--- config.mk ---
export PLATFORM = sky130hd
export DESIGN_NAME = instruction_fetch
export DESIGN_NICKNAME = d
export VERILOG_FILES = /design/src/rtl/instruction_fetch_pkg.sv /design/src/rtl/instruction_fetch_fetch_buffer.sv /design/src/rtl/instruction_fetch.sv
export SDC_FILE = /design/constraint.sdc
export NUM_CORES = 1
export LEC_CHECK = 0
export CORE_UTILIZATION = 54
export DETAILED_ROUTE_END_ITERATION = 10
export GPL_TIMING_DRIVEN = 0
export PLACE_DENSITY = 0.81
export SLEW_MARGIN = 10
export SYNTH_ARGS = -nofsm -noshare
export SYNTH_HDL_FRONTEND = slang
export SYNTH_SLANG_ARGS = --single-unit
--- constraint.sdc ---
create_clock -name clock -period 3.1 [get_ports clock]
set_clock_uncertainty 0.1 [all_clocks]
set_input_delay 0.775 -clock clock [delete_from_list [all_inputs] [get_ports clock]]
set_output_delay 0.775 -clock clock [all_outputs]
set_load 0.02 [all_outputs]
--- src/rtl/instruction_fetch_pkg.sv ---
// Shared CPU constants for the fetch stage, decode and immediate generation.
// Also holds the fetch FSM state type and a word-alignment helper.
package instruction_fetch_pkg;

    localparam int XLEN = 32;
    localparam logic [XLEN-1:0] NOP = 32'h00000013;
    localparam logic [XLEN-1:0] DEFAULT_RESET_PC = 32'h00000000;

    localparam logic [6:0] OPC_LOAD   = 7'b0000011;
    localparam logic [6:0] OPC_OP_IMM = 7'b0010011;
    localparam logic [6:0] OPC_AUIPC  = 7'b0010111;
    localparam logic [6:0] OPC_STORE  = 7'b0100011;
    localparam logic [6:0] OPC_OP     = 7'b0110011;
    localparam logic [6:0] OPC_LUI    = 7'b0110111;
    localparam logic [6:0] OPC_BRANCH = 7'b1100011;
    localparam logic [6:0] OPC_JALR   = 7'b1100111;
    localparam logic [6:0] OPC_JAL    = 7'b1101111;

    typedef enum logic {
        ST_RESET,
        ST_FETCH
    } fetch_state_t;

    function automatic logic [XLEN-1:0] word_align(input logic [XLEN-1:0] addr);
        return {addr[XLEN-1:2], 2'b00};
    endfunction

endpackage

--- src/rtl/instruction_fetch_fetch_buffer.sv ---
// Synchronous FIFO with push, pop and flush; head is read straight from storage.
// Storage resets to RESET_VALUE so the head shows a defined word while empty.
module fetch_buffer #(
    parameter int                WIDTH       = 32,
    parameter int                DEPTH       = 2,
    parameter logic [WIDTH-1:0]  RESET_VALUE = '0
) (
    input  logic                     clock,
    input  logic                     reset_n,
    input  logic                     push,
    input  logic [WIDTH-1:0]         push_data,
    input  logic                     pop,
    input  logic                     flush,
    output logic [WIDTH-1:0]         head,
    output logic [$clog2(DEPTH):0]   count,
    output logic                     empty,
    output logic                     full
);

    localparam int AW = $clog2(DEPTH);

    logic [WIDTH-1:0] storage [DEPTH];
    logic [AW-1:0]    wr_ptr;
    logic [AW-1:0]    rd_ptr;
    logic             do_push;
    logic             do_pop;

    assign empty   = (count == '0);
    assign full    = (count == (AW+1)'(DEPTH));
    assign head    = storage[rd_ptr];
    assign do_pop  = pop && !flush && !empty;
    assign do_push = push && !flush && (!full || do_pop);

    always_ff @(posedge clock or negedge reset_n) begin
        if (!reset_n) begin
            wr_ptr <= '0;
            rd_ptr <= '0;
            count  <= '0;
            for (int i = 0; i < DEPTH; i++) begin
                storage[i] <= RESET_VALUE;
            end
        end else if (flush) begin
            wr_ptr <= '0;
            rd_ptr <= '0;
            count  <= '0;
        end else begin
            if (do_push) begin
                storage[wr_ptr] <= push_data;
                wr_ptr          <= wr_ptr + 1'b1;
            end
            if (do_pop) begin
                rd_ptr <= rd_ptr + 1'b1;
            end
            count <= count + (AW+1)'(do_push) - (AW+1)'(do_pop);
        end
    end

endmodule

--- src/rtl/instruction_fetch.sv ---
// Fetch stage: owns the PC, issues word requests, buffers tagged responses for decode
// and discards responses that were in flight when a redirect arrived.
//
//   state    | meaning
//   ST_RESET | first cycle after reset release, no requests
//   ST_FETCH | normal operation, permanent
module instruction_fetch
    import instruction_fetch_pkg::*;
#(
    parameter logic [31:0] RESET_PC     = DEFAULT_RESET_PC,
    parameter int          BUFFER_DEPTH = 2
) (
    input  logic        clock,
    input  logic        reset_n,
    input  logic        redirect,
    input  logic [31:0] redirect_pc,
    output logic        mem_request,
    output logic [31:0] mem_address,
    input  logic        mem_ready,
    input  logic        mem_valid,
    input  logic [31:0] mem_data,
    output logic        instruction_valid,
    input  logic        instruction_ready,
    output logic [31:0] instruction,
    output logic [31:0] instruction_pc
);

    localparam int CW = $clog2(BUFFER_DEPTH) + 1;

    fetch_state_t  state;
    logic [31:0]   pc;
    logic [CW-1:0] drop;
    logic [CW-1:0] in_flight;
    logic [CW-1:0] count;
    logic [CW:0]   occupancy;
    logic          addr_empty;
    logic          addr_full;
    logic          buf_empty;
    logic          buf_full;
    logic [31:0]   resp_pc;
    logic [63:0]   buf_head;
    logic          accept;
    logic          resp;
    logic          resp_keep;
    logic          dec_pop;

    // In-flight plus buffered words never exceed the buffer depth, so a buffered
    // response always has room and back-pressure stalls requests instead of data.
    assign occupancy   = {1'b0, in_flight} + {1'b0, count};
    assign mem_request = (state == ST_FETCH) && !redirect && !addr_full &&
                         (occupancy < (CW+1)'(BUFFER_DEPTH));
    assign mem_address = pc;
    assign accept      = mem_request && mem_ready;
    assign resp        = mem_valid && !addr_empty;
    assign dec_pop     = instruction_valid && instruction_ready && !redirect;
    assign resp_keep   = resp && (drop == '0) && !redirect && (!buf_full || dec_pop);

    assign instruction_valid = !buf_empty;
    assign instruction       = buf_head[31:0];
    assign instruction_pc    = buf_head[63:32];

    fetch_buffer #(
        .WIDTH       (32),
        .DEPTH       (BUFFER_DEPTH),
        .RESET_VALUE (RESET_PC)
    ) u_addr_fifo (
        .clock     (clock),
        .reset_n   (reset_n),
        .push      (accept),
        .push_data (pc),
        .pop       (resp),
        .flush     (1'b0),
        .head      (resp_pc),
        .count     (in_flight),
        .empty     (addr_empty),
        .full      (addr_full)
    );

    fetch_buffer #(
        .WIDTH       (64),
        .DEPTH       (BUFFER_DEPTH),
        .RESET_VALUE ({RESET_PC, NOP})
    ) u_inst_buffer (
        .clock     (clock),
        .reset_n   (reset_n),
        .push      (resp_keep),
        .push_data ({resp_pc, mem_data}),
        .pop       (dec_pop),
        .flush     (redirect),
        .head      (buf_head),
        .count     (count),
        .empty     (buf_empty),
        .full      (buf_full)
    );

    always_ff @(posedge clock or negedge reset_n) begin
        if (!reset_n) begin
            state <= ST_RESET;
            pc    <= RESET_PC;
            drop  <= '0;
        end else begin
            case (state)
                ST_RESET: state <= ST_FETCH;
                default:  state <= ST_FETCH;
            endcase
            if (redirect) begin
                pc   <= word_align(redirect_pc);
                drop <= in_flight - CW'(resp);
            end else begin
                if (accept) begin
                    pc <= pc + 32'd4;
                end
                if (resp && (drop != '0)) begin
                    drop <= drop - 1'b1;
                end
            end
        end
    end

endmodule

* After elaboration in Yosys (flattened, before gate mapping)
Cells that the tools add are included.
** Storage, ports and cells
- Word-level logic and storage cells :: 96
- Output and inout bits :: 98
- Input bits :: 70
- Register bits :: 235
** Operators by class
- Add/subtract/negate cells :: 12
- Bitwise gates (word level) :: 5
- Magnitude comparators :: 7
- Eq/ne operators :: 2
- Multiplexer cells :: 21
- Reduce and logical (&&, ||, !) cells :: 36
** Operators with widths (number)
- $mux W64 :: 4
- $mux W32 :: 6
- $bwmux W128 :: 1
- $bwmux W64 :: 1
- $demux W64 S1 :: 1
- $add A32 B3 Y32 const B :: 1
- $demux W32 S1 :: 1
- $logic_and A1 B1 Y1 :: 19
- $reduce_bool A2 Y1 :: 5
- $ge A2 B2 Y1 const B :: 4
- $not A1 Y2 :: 4
- $logic_not A2 Y1 :: 3
- $mux W2 :: 3
- $sub A2 B1 Y2 :: 3
- $logic_not A1 Y1 :: 5
- $add A1 B1 Y1 const B :: 4
- $add A2 B1 Y2 :: 2
- $eq A2 B2 Y1 const B :: 2
- $lt A2 B1 Y1 const B :: 2
- $mux W1 :: 4
- $add A2 B2 Y3 :: 1
- $logic_or A1 B1 Y1 :: 3
- $lt A3 B2 Y1 const B :: 1
- $reduce_and A2 Y1 :: 1
- 2 further kinds :: 2

* Logic depth before layout (Yosys ltp)
Gate-level depths: netlist (run 1).
- Depth in word-level cells :: 11
- Gate-level depth with buffers :: 11

* Hierarchy
From an unflattened synthesis (run 1), not the netlist that was laid out.
** Unflattened totals
- Cells, all modules :: 815
- Area total of the unflattened synthesis :: 11290.8 µm²
** By module, submodules not included
- fetch_buffer at u_inst_buffer :: cells an instance 366, area each 5992.0 µm², times used 1
- fetch_buffer at u_addr_fifo :: cells an instance 196, area each 3111.7 µm², times used 1
- instruction_fetch :: cells an instance 253, area each 2187.1 µm², times used 1

* Worst setup path after synthesis (run 1)
No wires, ideal clock.
- Kind :: input -> register
- Start point :: in redirect
- End point :: reg u_inst_buffer.count[0]
- Required time :: 2.868 ns
- Arrival :: 2.211 ns
- Library setup time :: 0.132 ns
- Stages :: 8
- Slack :: 0.658 ns
- Buffers on the path :: 3
- Cell sequence :: buf_6 clkbuf_1 clkbuf_1 nor2_1 ha_1 inv_1 ha_1 nor2b_1
** On the way
- Word-level cells in the longest chain between the ends :: 9
- Elaborated cells between the ends (all ways) :: 13
- Those cells by class :: add/sub (2); mux (1); reduce/logical (10)
** RTL lines
- start: declaration :: RTL line instruction_fetch.sv:15 : input logic redirect,
- $logic_not A1 Y1
- $logic_and A1 B1 Y1 :: RTL line instruction_fetch.sv:55 : assign dec_pop = instruction_valid && instruction_ready && !redirect;
- $logic_or A1 B1 Y1 / $logic_and A1 B1 Y1 (equally long branches) :: RTL line instruction_fetch.sv:56, instruction_fetch_fetch_buffer.sv:31
- $logic_and A1 B1 Y1 (on tied branches) :: RTL line instruction_fetch.sv:56, instruction_fetch_fetch_buffer.sv:31
- $logic_and A1 B1 Y1 / $logic_or A1 B1 Y1 (equally long branches) :: RTL line instruction_fetch_fetch_buffer.sv:32 : assign do_push = push && !flush && (!full || do_pop);
- $logic_and A1 B1 Y1 :: RTL line instruction_fetch_fetch_buffer.sv:32
- $add A2 B1 Y2 :: RTL line instruction_fetch_fetch_buffer.sv:54 : count <= count + (AW+1)'(do_push) - (AW+1)'(do_pop);
- $sub A2 B1 Y2 :: RTL line instruction_fetch_fetch_buffer.sv:54
- $mux W2 * :: RTL line instruction_fetch_fetch_buffer.sv:42 : end else if (flush) begin
- end signal: assignment :: RTL line instruction_fetch_fetch_buffer.sv:54
- end: declaration :: RTL line instruction_fetch_fetch_buffer.sv:15 : output logic [$clog2(DEPTH):0] count,
Every way passes the cells marked *; elsewhere a longest branch is shown, timed or not.
A chain may end at the register's enable or synchronous reset.

* Worst setup path after layout (run 1)
- Start point :: reg u_addr_fifo.count[0]
- End point :: out mem_request
** On the way
- Word-level cells in the longest chain between the ends :: 4
- Elaborated cells between the ends (all ways) :: 6
- Those cells by class :: add/sub (1); order compare (1); eq/ne (1); reduce/logical (3)
** RTL lines
- start: declaration :: RTL line instruction_fetch_fetch_buffer.sv:15
- start signal: assignment :: RTL line instruction_fetch_fetch_buffer.sv:54
- parallel branches: the longest is 3 deep, another holds $add A2 B2 Y3
- $logic_and A1 B1 Y1 * :: RTL line instruction_fetch.sv:50 : assign mem_request = (state == ST_FETCH) && !redirect && !addr_full &&
- end: declaration :: RTL line instruction_fetch.sv:17 : output logic mem_request,
Mark *: on every way between the ends.

==> results of run 1 <==
==> registers in the layout, summed over array words and instances (netlist names) <==
name / cells
u_inst_buffer.count: 2
u_addr_fifo.wr_ptr: 1
u_inst_buffer.rd_ptr: 1
drop: 2
u_addr_fifo.count: 2
u_addr_fifo.storage: 60
u_inst_buffer.wr_ptr: 1
mem_address: 30
u_addr_fifo.rd_ptr: 1
u_inst_buffer.storage: 124
state: 1
==> through the flow <==
| stage | utilization [%] | cells | hold slack (ns) | area [um2] |
|---|---|---|---|---|
| floorplan | - | 852 | 0.344 | 10300 |
| global placement | 65.3 | 1246 | 0.355 | 12200 |
| global route | 70.5 | 1293 | 0.0719 | 13100 |
| CTS | 70.2 | 1290 | 0.0606 | 13100 |
| finish | 70.5 | 1293 | 0.0552 | 13100 |
| detailed placement | 65.6 | 1248 | 0.364 | 12200 |
==> repair_timing <==
item / 4_1_cts / 5_1_grt
hold buffers: 0 / 0
buffers inserted: 0 / 3
resized for setup: 18 / 13
pin swaps: 2 / 3
endpoints found under the setup margin: 60 / 31
gates cloned: 0 / 0
==> final cells by class <==
| type | instances | area, um2 | area share, % |
|---|---|---|---|
| buffer | 56 | 350 | 2.67 |
| clock buffer | 30 | 664 | 5.06 |
| clock inverter | 13 | 174 | 1.32 |
| inverter | 13 | 50.0 | 0.381 |
| multi-input combinational | 557 | 4260 | 32.4 |
| sequential | 225 | 5640 | 42.9 |
| tap | 234 | 293 | 2.23 |
| timing repair buffer | 165 | 1710 | 13.0 |
==> path summary, 6_finish.rpt <==
kind / cells after the start / startpoint / to
min reg2reg: 2 / u_inst_buffer.storage[34] / u_inst_buffer.storage[34]
max in group asynchronous: 3 / reset_n / mem_address[26]
min in group clock: 2 / u_inst_buffer.storage[34] / u_inst_buffer.storage[34]
min: 1 / reset_n / u_inst_buffer.storage[72]
max reg2reg: 10 / u_addr_fifo.count[0] / mem_address[11]
max: 6 / u_addr_fifo.count[0] / mem_request
==> worst max-delay path, delay by kind of cell (launching register included) <==
family                     cells  cell delay (ns)
buffers and inverters          2             0.17
DFF                            1             0.38
adders and majority gates      1             0.46
and+or+nand+nor                3             0.64
==> kinds of logic after synthesis <==
group                    after synthesis
adder cells (fa/ha/maj)                8
other                                  2
XOR/XNOR                              14
multiplexers                         211
flip-flops                           225
buffers and inverters                 70
AND/OR/NAND/NOR                      200
AO/OA/AOI/OAI                        119
==> layout by cell type, fill, tap and decap left out, types with 5 or more instances in the layout <==
master,count
sky130_fd_sc_hd__ha_1,7
sky130_fd_sc_hd__buf_6,10
sky130_fd_sc_hd__buf_4,17
sky130_fd_sc_hd__o311ai_0,5
sky130_fd_sc_hd__xor2_1,6
sky130_fd_sc_hd__nand3_1,20
sky130_fd_sc_hd__dlymetal6s2s_1,8
sky130_fd_sc_hd__nand2_1,72
sky130_fd_sc_hd__inv_1,10
sky130_fd_sc_hd__clkinv_2,8
sky130_fd_sc_hd__nor3_1,6
sky130_fd_sc_hd__xnor2_1,8
sky130_fd_sc_hd__a221o_1,6
sky130_fd_sc_hd__clkdlybuf4s50_1,150
sky130_fd_sc_hd__mux2_2,170
sky130_fd_sc_hd__nor2b_1,7
sky130_fd_sc_hd__nor2_1,52
sky130_fd_sc_hd__dfstp_2,6
sky130_fd_sc_hd__buf_2,10
sky130_fd_sc_hd__nand4_1,14
sky130_fd_sc_hd__mux2i_1,32
sky130_fd_sc_hd__conb_1,5
sky130_fd_sc_hd__o21ai_0,55
sky130_fd_sc_hd__mux2_1,9
sky130_fd_sc_hd__dfrtp_1,218
sky130_fd_sc_hd__a21oi_1,35
sky130_fd_sc_hd__o211ai_1,6
sky130_fd_sc_hd__clkbuf_1,22
sky130_fd_sc_hd__clkbuf_16,25
==> power by group <==
part | internal (uW) | switching, uW
combinational | 2240 | 2080
sequential | 3930 | 563
clock | 1860 | 1170
total | 8020 | 3810
==> layer usage <==
metal | track usage [%] | vias to the layer above | routed length (um)
li1 | - | 3379 | -
met1 | 33.6 | 3609 | 10300
met2 | 41.8 | 281 | 11600
met3 | 4.30 | 30 | 1640
met4 | 7.52 | 0 | 390
met5 | 0 | - | 0
==> metrics, run 1 <==
highest-delay cell along the critical path=sky130_fd_sc_hd__fa_1; RePlAce Congestion=0.856; fraction of post-synthesis cell area in the top cell type by area=53.4%; initial antenna violation count=0; Setup WS post-layout=0.0490 ns; Pre-Repair DR Iteration Count=5; first-pass GRT wire length=38800 um; number of sinks driven by the clock tree=225; IO Pins=168; largest stage delay on the critical path=0.46 ns; power density cells=901 mW/mm2; remaining global-route overflow=0; drt first-iter violations=282; count of vias placed by the detailed router=7299; slew at the pin closest to its max-slew limit=0.852 ns; Worst EP required=2.22 ns; sequential cell area fraction in the yosys report=54.9%; core area=0.0186 mm2; half-perimeter wire length after placement=16400 um; combinational family with the most area after synthesis=multiplexers; fraction of the mapped netlist area in adder cells=1.05%; routed length per placed instance=18.5 um; static leakage=0.00594 uW; capturing element type of the critical path=output pin; DR DRC count=0; outcome=completed; Commonest cells post-synth=sky130_fd_sc_hd__dfrtp_1, sky130_fd_sc_hd__mux2_2, sky130_fd_sc_hd__nand2_1, sky130_fd_sc_hd__o21ai_0, sky130_fd_sc_hd__nor2_1; largest fanout of any net on the critical path=3; maximum number of pins on one net before global-route repair=96; TNS Setup=0 ns; unrepaired setup endpoints after global routing=yes; relative slew slack=43.2%; ys flop type=sky130_fd_sc_hd__dfrtp_1; worst-skew pair later-pin latency=0.52 ns; post-place setup slack=-0.0430 ns; Max-Cap Viols=0; fmax=328 MHz; number of flops mapped to enable cells by yosys=0; Filler Cells Inserted=1366; register bit count reported by yosys=225; CTS tree=done; Die Span Y=140 um; fraction of the mapped netlist area in simple logic gates=9.56%; count of nets left with antenna violations after detail routing=0; post-synthesis async set-or-reset flop share=100%; initial core utilization=55.0%; number of hold violations in the final report=0; mean post-synth cell area=12.1 um2; site row count=50; total CTS buffers=24; class of the most critical hold timing path=in -> async; Die Area=0.0196 mm2; signal arrival time at the worst endpoint=2.18 ns; deepest level of the CTS H-tree=1; XOR/XNOR Fraction of Synth Area=1.19%; clock slew at reported path FFs=0.06 ns; vias in the first global route=7530; CTS Buffer Depth=3; input/output buffers=160; Period Utilization, post-route=98.4%; clock period minus worst slack=3.05 ns; share of final-layout standard cells stronger than drive strength 1=26.2%; gate count after technology mapping=849; vias per cell=5.65; root buffer cell=sky130_fd_sc_hd__clkbuf_16; layout overhead on the synthesized area=28.0%; total power=11800 uW; overall die width=140 um; biggest area contributors in the synthesized netlist=sky130_fd_sc_hd__dfrtp_1, sky130_fd_sc_hd__mux2_2, sky130_fd_sc_hd__mux2i_1; synthesized area=0.0103 mm2; unique cell type count in the Yosys netlist=50; Slew Viols, Final=0; detailed-route wire length=23900 um; Setup violations, final=0; number of nets at the end of the flow=1120; ordered cell list for the critical path=inv_2 > nor2_2 > fa_1 > nor4b_4 > and2_4 > buf_6; multiplexer fraction of the synthesized cell area=22.8%; largest area contributor in the netlist=sky130_fd_sc_hd__dfrtp_1; slack of the worst reg-to-reg path=0.24 ns; cell with the most instances after synthesis=sky130_fd_sc_hd__dfrtp_1; Setup Crit Path Kind=reg -> out; aggregate global-route resource usage=25.1%; IR drop worst, VDD=431 uV; compound-gate portion of the synthesized area=6.71%; number of antenna repair diodes=0; warnings from Yosys=0; Worst Setup Start Kind=flop
Note: power is estimated with default switching activity, not from simulation.
==> run 2: changes to the inputs <==
CORE_UTILIZATION = 49   (was 54)
PLACE_DENSITY = 0.77   (was 0.81)
clock period = 2.55 ns   (was 3.1 ns; I/O delays follow)
==> run 2 against run 1 <==
  * The run now ends with setup timing left
  * Cell area increased by 2.5%
  * Register-to-register slack worse by 0.29 ns
  * Sequential share of layout area decreased by 1.0 points
  * Flip-flop and latch count did not move
  * Wire length grew 5.4%
  * Via count increased by 2.9%
  * Combinational power is 20% higher
  * Largest cell class unchanged
  * Highest routed layer unchanged
==> metrics, run 2 (synthesis gave the netlist of run 1 again) <==
outcome=complete, but fails checks; violations in the final reports=setup timing; Setup WS post-layout=-0.256 ns; CTS Buffer Depth=3; vias per cell=5.53; most common cell after layout, fill and taps aside=sky130_fd_sc_hd__dfrtp_1; root buffer cell=sky130_fd_sc_hd__clkbuf_16; static leakage=0.00619 uW; input/output buffers=160; worst hold slack=0.375 ns; Die Span Y=147 um; placed instance area=0.0123 mm2; slew at the pin closest to its max-slew limit=0.824 ns; IO Pins=168; commonest cells after routing, fill and taps aside=sky130_fd_sc_hd__dfrtp_1, sky130_fd_sc_hd__mux2_2, sky130_fd_sc_hd__clkdlybuf4s50_1, sky130_fd_sc_hd__nand2_1, sky130_fd_sc_hd__buf_2; share of power burned in registers=38.9%; count of vias placed by the detailed router=7513; Worst EP required=1.81 ns; initial antenna violation count=0; Finished Cell Area=0.0135 mm2; core area=0.0204 mm2; clock slew at reported path FFs=0.06 ns; DR DRC count=0; Switch Pwr=4710 uW; overall die width=147 um; Period Utilization, post-route=110%; ordered cell list for the critical path=inv_2 > nor2_2 > fa_1 > nor4b_4 > and2_4 > buf_6; clock period minus worst slack=2.81 ns; relative slew slack=45.0%; area of the multi-input gates=0.00440 mm2; aggregate global-route resource usage=22.5%; number of antenna repair diodes=0; power density cells=1050 mW/mm2; worst-skew pair later-pin latency=0.51 ns; register with the highest flop count=u_inst_buffer.storage; drt first-iter violations=383; highest-delay cell along the critical path=sky130_fd_sc_hd__fa_1; switching part of the total power=33.5%; signal arrival time at the worst endpoint=2.07 ns; first-pass GRT wire length=38700 um; capturing element type of the critical path=output pin; deepest level of the CTS H-tree=1; half-perimeter wire length after placement=16600 um; routed length per placed instance=18.5 um; Worst Setup Start Kind=flop; clock network fraction of design power=24.2%; number of nets at the end of the flow=1150; site row count=52; Max-Cap Viols=0; share of final-layout standard cells stronger than drive strength 1=35.7%; class of the most critical hold timing path=reg -> reg; number of sinks driven by the clock tree=225; Int Pwr=9360 uW; count of nets left with antenna violations after detail routing=0; Slew Viols, Final=0; TNS Setup=-0.796 ns; detailed-route wire length=25200 um; Pre-Repair DR Iteration Count=5; vias in the first global route=7444; share of total power in combinational logic=36.9%; CTS tree=done; largest stage delay on the critical path=0.46 ns; Setup Crit Path Kind=reg -> out; Setup violations, final=20; RePlAce Congestion=0.827; largest fanout of any net on the critical path=2; layout overhead on the synthesized area=31.2%; number of hold violations in the final report=0; fmax=356 MHz; total CTS buffers=24; storage element area=0.00564 mm2; initial core utilization=50.4%; IR drop worst, VDD=521 uV; maximum number of pins on one net before global-route repair=114; max FFs per register=124; Die Area=0.0215 mm2; Filler Cells Inserted=1531; remaining global-route overflow=0; unrepaired setup endpoints after global routing=yes
run 2: cell types whose count changed in the layout (fill, tap and decap cells not counted), sizes merged:
cell | before | now
bufinv | 4 | 1
buf | 42 | 128
inv | 13 | 14
clkbuf | 51 | 63
clkinv | 8 | 2
clkdlybuf4s50 | 150 | 95
dlymetal6s2s | 8 | 0
dlygate4sd2 | 0 | 2
dlygate4sd3 | 0 | 1
run 2: through the flow:
stage	setup slack, ns	power (uW)	instances	utilization (%)
6_report	-0.256	14100	1359	66.1
5_1_grt	-0.308	14800	1359	66.1
4_1_cts	-0.239	13800	1339	63.9
3_5_place_dp	-0.502	10700	1284	60.3
3_3_place_gp	-8.58	10600	1282	60.0
2_1_floorplan	0.147	8600	852	-
run 2: power groups by stage:
stage | Combinational [uW] | Clock (uW) | Sequential [uW]
2_1_floorplan | 3240 | 0 | 5360
3_3_place_gp | 5120 | 0 | 5450
3_5_place_dp | 5230 | 0 | 5500
4_1_cts | 4920 | 3470 | 5440
5_1_grt | 5550 | 3620 | 5620
6_report | 5190 | 3410 | 5470
run 2: per-layer routing:
layer / wire [um] / vias to the layer above / track usage [%]
li1: - / 3442 / -
met1: 11300 / 3776 / 32.0
met2: 12100 / 265 / 36.3
met3: 1380 / 30 / 3.23
met4: 378 / 0 / 6.04
met5: 0 / - / 0
run 2: cell type report:
class / instances / share of cell area (%)
buffer: 56 / 3.68
clock buffer: 38 / 5.38
clock inverter: 5 / 0.418
inverter: 13 / 0.418
multi-input combinational: 557 / 32.7
sequential: 225 / 41.9
tap: 270 / 2.51
timing repair buffer: 195 / 13.0
run 2: final timing paths:
| kind | slack (ns) | cells past startpoint | from | endpoint |
|---|---|---|---|---|
| setup reg to reg | -0.05 | 11 | u_inst_buffer.count[0] | u_addr_fifo.storage[42] |
| min in group asynchronous | 0.40 | 2 | reset_n | u_inst_buffer.storage[5] |
| hold / removal | 0.38 | 2 | u_inst_buffer.storage[62] | u_inst_buffer.storage[62] |
| hold reg to reg | 0.38 | 2 | u_inst_buffer.storage[62] | u_inst_buffer.storage[62] |
| max in group asynchronous | 0.71 | 4 | reset_n | mem_address[30] |
| setup / recovery | -0.26 | 6 | u_inst_buffer.count[0] | mem_request |
run 2: worst max-delay path: cells and delay by family (launching register included):
kind                     cells  cell delay, ns
buffers and inverters        2            0.16
AND/OR/NAND/NOR              3            0.56
adder cells (fa/ha/maj)      1            0.46
flip-flops                   1            0.37
run 2: repair_timing:
action	CTS	global route
endpoints found under the hold margin	2	0
gates cloned	0	6
gates resized for setup	297	79
buffers inserted	12	16
pin swaps	4	5
hold buffers	1	0
setup endpoints to repair	126	148
==> run 3: changes to the inputs <==
CTS_CLUSTER_DIAMETER = 150   (was not set)
==> results of run 3 <==
Same layout as run 2: the final DEF is identical, and so are final timing and power.
